==> src/rtl/dup_chk_pkg.sv <==
// Shared constants, output-register state type and popcount helper for the
// duplicate-path checker.
package dup_chk_pkg;

   localparam int unsigned MODE_COMPL = 0;
   localparam int unsigned MODE_UNIF  = 1;

   typedef enum logic [0:0] {ST_EMPTY, ST_FULL} out_state_e;

   function automatic logic [3:0] popcount8(input logic [7:0] d);
      logic [3:0] cnt;
      cnt = 4'd0;
      for (int i = 0; i < 8; i++) begin
         cnt = cnt + {3'b000, d[i]};
      end
      return cnt;
   endfunction

endpackage

==> src/rtl/dup_vote.sv <==
// Combinational normalise + majority vote of one duplicated-bit word.
// A tie resolves to the normalised MSB.
module dup_vote
   import dup_chk_pkg::*;
#(
   parameter int unsigned MODE = MODE_COMPL
) (
   input  logic [7:0] x_i,
   output logic       v_o,
   output logic       mismatch_o
);

   logic [7:0] n;
   logic [3:0] p;
   logic       v;

   always_comb begin
      n = (MODE == MODE_UNIF) ? x_i : {x_i[7:4], ~x_i[3:0]};
      p = popcount8(n);
      if (p >= 4'd5) begin
         v = 1'b1;
      end else if (p <= 4'd3) begin
         v = 1'b0;
      end else begin
         v = n[7];
      end
      v_o        = v;
      mismatch_o = (n != {8{v}});
   end

endmodule

==> config.mk <==
export PLATFORM = sky130hd
export DESIGN_NAME = dup_vote
export DESIGN_NICKNAME = d
export VERILOG_FILES = /design/src/rtl/dup_chk_pkg.sv /design/src/rtl/dup_vote.sv
export SDC_FILE = /design/constraint.sdc
export NUM_CORES = 1
export LEC_CHECK = 0
export CORE_AREA = 3 3 40 42
export DETAILED_ROUTE_END_ITERATION = 7
export DIE_AREA = 0 0 43 45
export SETUP_SLACK_MARGIN = 0.05
export SYNTH_ARGS = -nofsm -noshare
export SYNTH_HDL_FRONTEND = slang
export SYNTH_SLANG_ARGS = --single-unit
==> constraint.sdc <==
create_clock -name vclk -period 5.76
set_clock_uncertainty 0.05 [all_clocks]
set_input_delay 1.152 -clock vclk [all_inputs]
set_output_delay 1.152 -clock vclk [all_outputs]
set_load 0.01 [all_outputs]
# Word-level counts from Yosys, hierarchy flattened
# Index checks and enable logic that the tools add are counted.
[op_classes]
n_addsub = 7
order_cmp = 2
n_eq_ne = 1
n_mux = 2
bitwise_logic = 1
[op_table]
columns = ["operator", "count"]
rows = [
  ["$add 4x1->4", 4],
  ["$ne 8x8->1", 1],
  ["$add 3x1->4", 1],
  ["$ge 4x3->1 const B", 1],
  ["$le 4x2->1 const B", 1],
  ["$not 4->4", 1],
  ["$add 2x1->3", 1],
  ["$add 1x1->2", 1],
  ["$mux 1", 2],
]
[totals]
ff_bits = 0
out_inout_bits = 2

# Longest topological paths before layout
[depth]
depth_word = 12
depth_mapped = 11
depth_no_buf = 11

# Worst setup path after synthesis
# OpenSTA, ideal clock, no wires.
[synth_path]
path_kind = "input-to-output"
start = "input x_i[4]"
end = "output mismatch_o"
arrival_ns = 4.119
slack_ns = 0.439
path_stages = 11
path_buffers = 0
path_cell_list = "inv_1 > fa_1 > inv_1 > fa_1 > fa_1 > ha_1 > inv_1 > fa_1 > nor3b_1 > o22ai_1 > mux2i_1"
[synth_between]
elab_chain_len = 8
[synth_lines]
columns = ["element", "line", "rtl"]
rows = [
  ["start: declaration", "dup_vote.sv:8", "input logic [7:0] x_i,"],
  ["$add 4x1->4 (*) (4 in series)", "dup_chk_pkg.sv:14", "cnt = cnt + {3'b000, d[i]};"],
  ["$le 4x2->1", "dup_vote.sv:22", "end else if (p <= 4'd3) begin"],
  ["$mux 1", "dup_vote.sv:22", ""],
  ["$mux 1 (*)", "dup_vote.sv:20", "if (p >= 4'd5) begin"],
  ["via v_o", "dup_vote.sv:9", "output logic v_o,"],
  ["$ne 8x8->1 (*)", "dup_vote.sv:28", "mismatch_o = (n != {8{v}});"],
  ["end: declaration", "dup_vote.sv:10", "output logic mismatch_o"],
]
# The timed path passes the listed nets; every way through them passes the cells marked *.

# Worst setup path after layout
[layout_path]
start = "input x_i[4]"
end = "output mismatch_o"
[layout_between]
elab_chain_len = 8
[layout_lines]
columns = ["element", "line"]
rows = [
  ["$add 4x1->4 (4 in series)", "dup_chk_pkg.sv:14"],
  ["$le 4x2->1", "dup_vote.sv:22"],
  ["$mux 1", "dup_vote.sv:22"],
  ["$mux 1", "dup_vote.sv:20"],
  ["$ne 8x8->1 (*)", "dup_vote.sv:28"],
]
# Every way passes the cells marked *; elsewhere a longest branch is shown, timed or not.

==> reports/results.ini <==
[sta]
setup_ws_ns=0.269
max_slew_margin=0.859
finalHoldViolations=0
final_max_slew_viol_count=0
fin_crit_sh=0.953
setup_viol=0
holdWs_ns=2.78
timing.fmax_mhz=182
finalCriticalPeriod_ns=5.49
tightestPinTransition_ns=0.210
rsz0062_at_grt=false

[drt]
drc_errors=0
vias=258
dr.pass1.iters=1
m1WireLength_um=239
dr.max_layer_used=met3
routedWlPerCell_um=8.28
routed-wl-met3_um=23
drt_wl_total_um=538
drtIter0Drc=0
antenna_left=0
wl_met2_um=274
viasPerCell=3.97

[global_routing]
antenna_found_initial=0
grt-ovfl-total=0
grt_max_degree=4
grt_pass1_wl_um=959
grt.total_usage=0.0610
grt_pass1_vias=246

[pwr]
p_leak_uw=0.000226
power_density_nw_per_um2=168
ir_worst_vdd_v=0.0000451
p_total_uw=74.0
clkPwrFrac=0
intPower_uw=44.6
p_sw_uw=29.4
comb_power_share=1.000
switching_share=0.397
seq_power_share=0

[setup_path]
crit_type=in -> out
arrival_ns=4.29
worstPathRequired_ns=4.56
crit_path_max_fanout=2
endpoint_kind=primary output
cp-start-kind=input pin

[logic_synthesis]
synth_cells=31
synth_top_area_share=0.315
synth_common_cells=inv_1, fa_1, ha_1
yosysSeqAreaShare=0
yosysWarnings=0
synth.most_common_cell=inv_1
synthesis.nets=46
syn-mean-instance-area_um2=8.19
synthDistinctLibCells=13
syn_area_um2=254
synthTopCellsByArea=fa_1, inv_1, ha_1
synth_top_cell_by_area=fa_1

[layout]
num-fill-cells=145
fin_area_um2=439
syn_to_final_growth_pct=72.9
design.seq.count=0
antenna_cells=0
drive_gt1_frac=0.420
final_nets=67
seqCellArea_um2=0
multi_input_area_um2=225
nClkBuffers=0
fin_cells=65

[die]
die_width_um=43
fp.coreArea_um2=1280
chipHeight_um=45
num_rows=13
num_io_pins=10
dieArea_um2=1940
start_util=0.198

[cts]
ctsHoldBuffers=0

[run_status]
outcome=completed

[placed_design]
dp.cells=62
dpl_worst_slack_ns=-0.489
portBuffers=10
place_area_um2=418
hpwl_um=482
place_congestion=0.692

[min_path]
hold_class=in -> out

[job]
max-cap-violations=0

[area by class of cell]
class,instances,area share
well taps,15,0.0427
inverters,13,0.111
multi-input cells,18,0.513
repair buffers,19,0.333
[logic make-up (layout without fill, tap and decap cells)]
kind of cell / count (synthesis) / count (layout) / share of synthesized area
buf+inv: 13 / 32 / 0.192
fa+ha+maj: 7 / 7 / 0.463
simple gates: 7 / 7 / 0.227
compound gates: 2 / 2 / 0.0443
xor+xnor: 1 / 1 / 0.0345
mux: 1 / 1 / 0.0394
[stage by stage]
step                      TNS (ns)   util
after global routing             0  0.342
after global placement      -0.816  0.325
final                            0  0.342
after detailed placement    -0.809  0.325
after CTS                        0  0.337
after floorplan                  0      -
[cell usage in the layout, fill, tap and decap left out, drive strengths merged]
cell           synthesis  routed
xor2                   1       1
inv                   13      13
nor4                   2       2
nand2                  2       2
clkbuf                 0       3
o22ai                  1       1
a21oi                  1       1
fa                     4       4
nor3b                  1       1
or4b                   2       2
ha                     3       3
buf                    0      10
dlygate4sd2            0       1
mux2i                  1       1
clkdlybuf4s50          0       5
[worst paths after layout]
path	start	end	slack, ns	cells after the start
setup / recovery	x_i[4]	mismatch_o	0.27	14
hold / removal	x_i[7]	mismatch_o	2.78	6
[timing repair]
action	4_1_cts	5_1_grt
pin swaps	3	3
buffers inserted	3	0
endpoints found under the hold margin	0	0
endpoints found under the setup margin	2	2
gates resized for setup	10	11
[per-layer routing]
layer | up-vias | global-route usage
li1 | 135 | -
met1 | 117 | 0.0754
met2 | 6 | 0.123
met3 | 0 | 0.00398
met4 | 0 | 0
met5 | - | 0
[worst max-delay path: stages]
cell      delay, ns
clkbuf_2       0.11
inv_2          0.04
fa_1           0.52
inv_1          0.05
fa_1           0.48
fa_1           0.53
ha_2           0.18
inv_1          0.05
fa_1           0.42
nor3b_4        0.16
o22ai_2        0.18
buf_4          0.13
mux2i_1        0.15
buf_2          0.14
[power groups by stage]
| stage | Combinational [uW] | Sequential, uW | Clock (uW) |
|---|---|---|---|
| global placement | 55.8 | 0 | 0 |
| CTS | 64.9 | 0 | 0 |
| finish | 74.0 | 0 | 0 |
| global route | 83.9 | 0 | 0 |
| detailed placement | 56.3 | 0 | 0 |
| floorplan | 31.6 | 0 | 0 |
(Power assumes the default switching activity.)
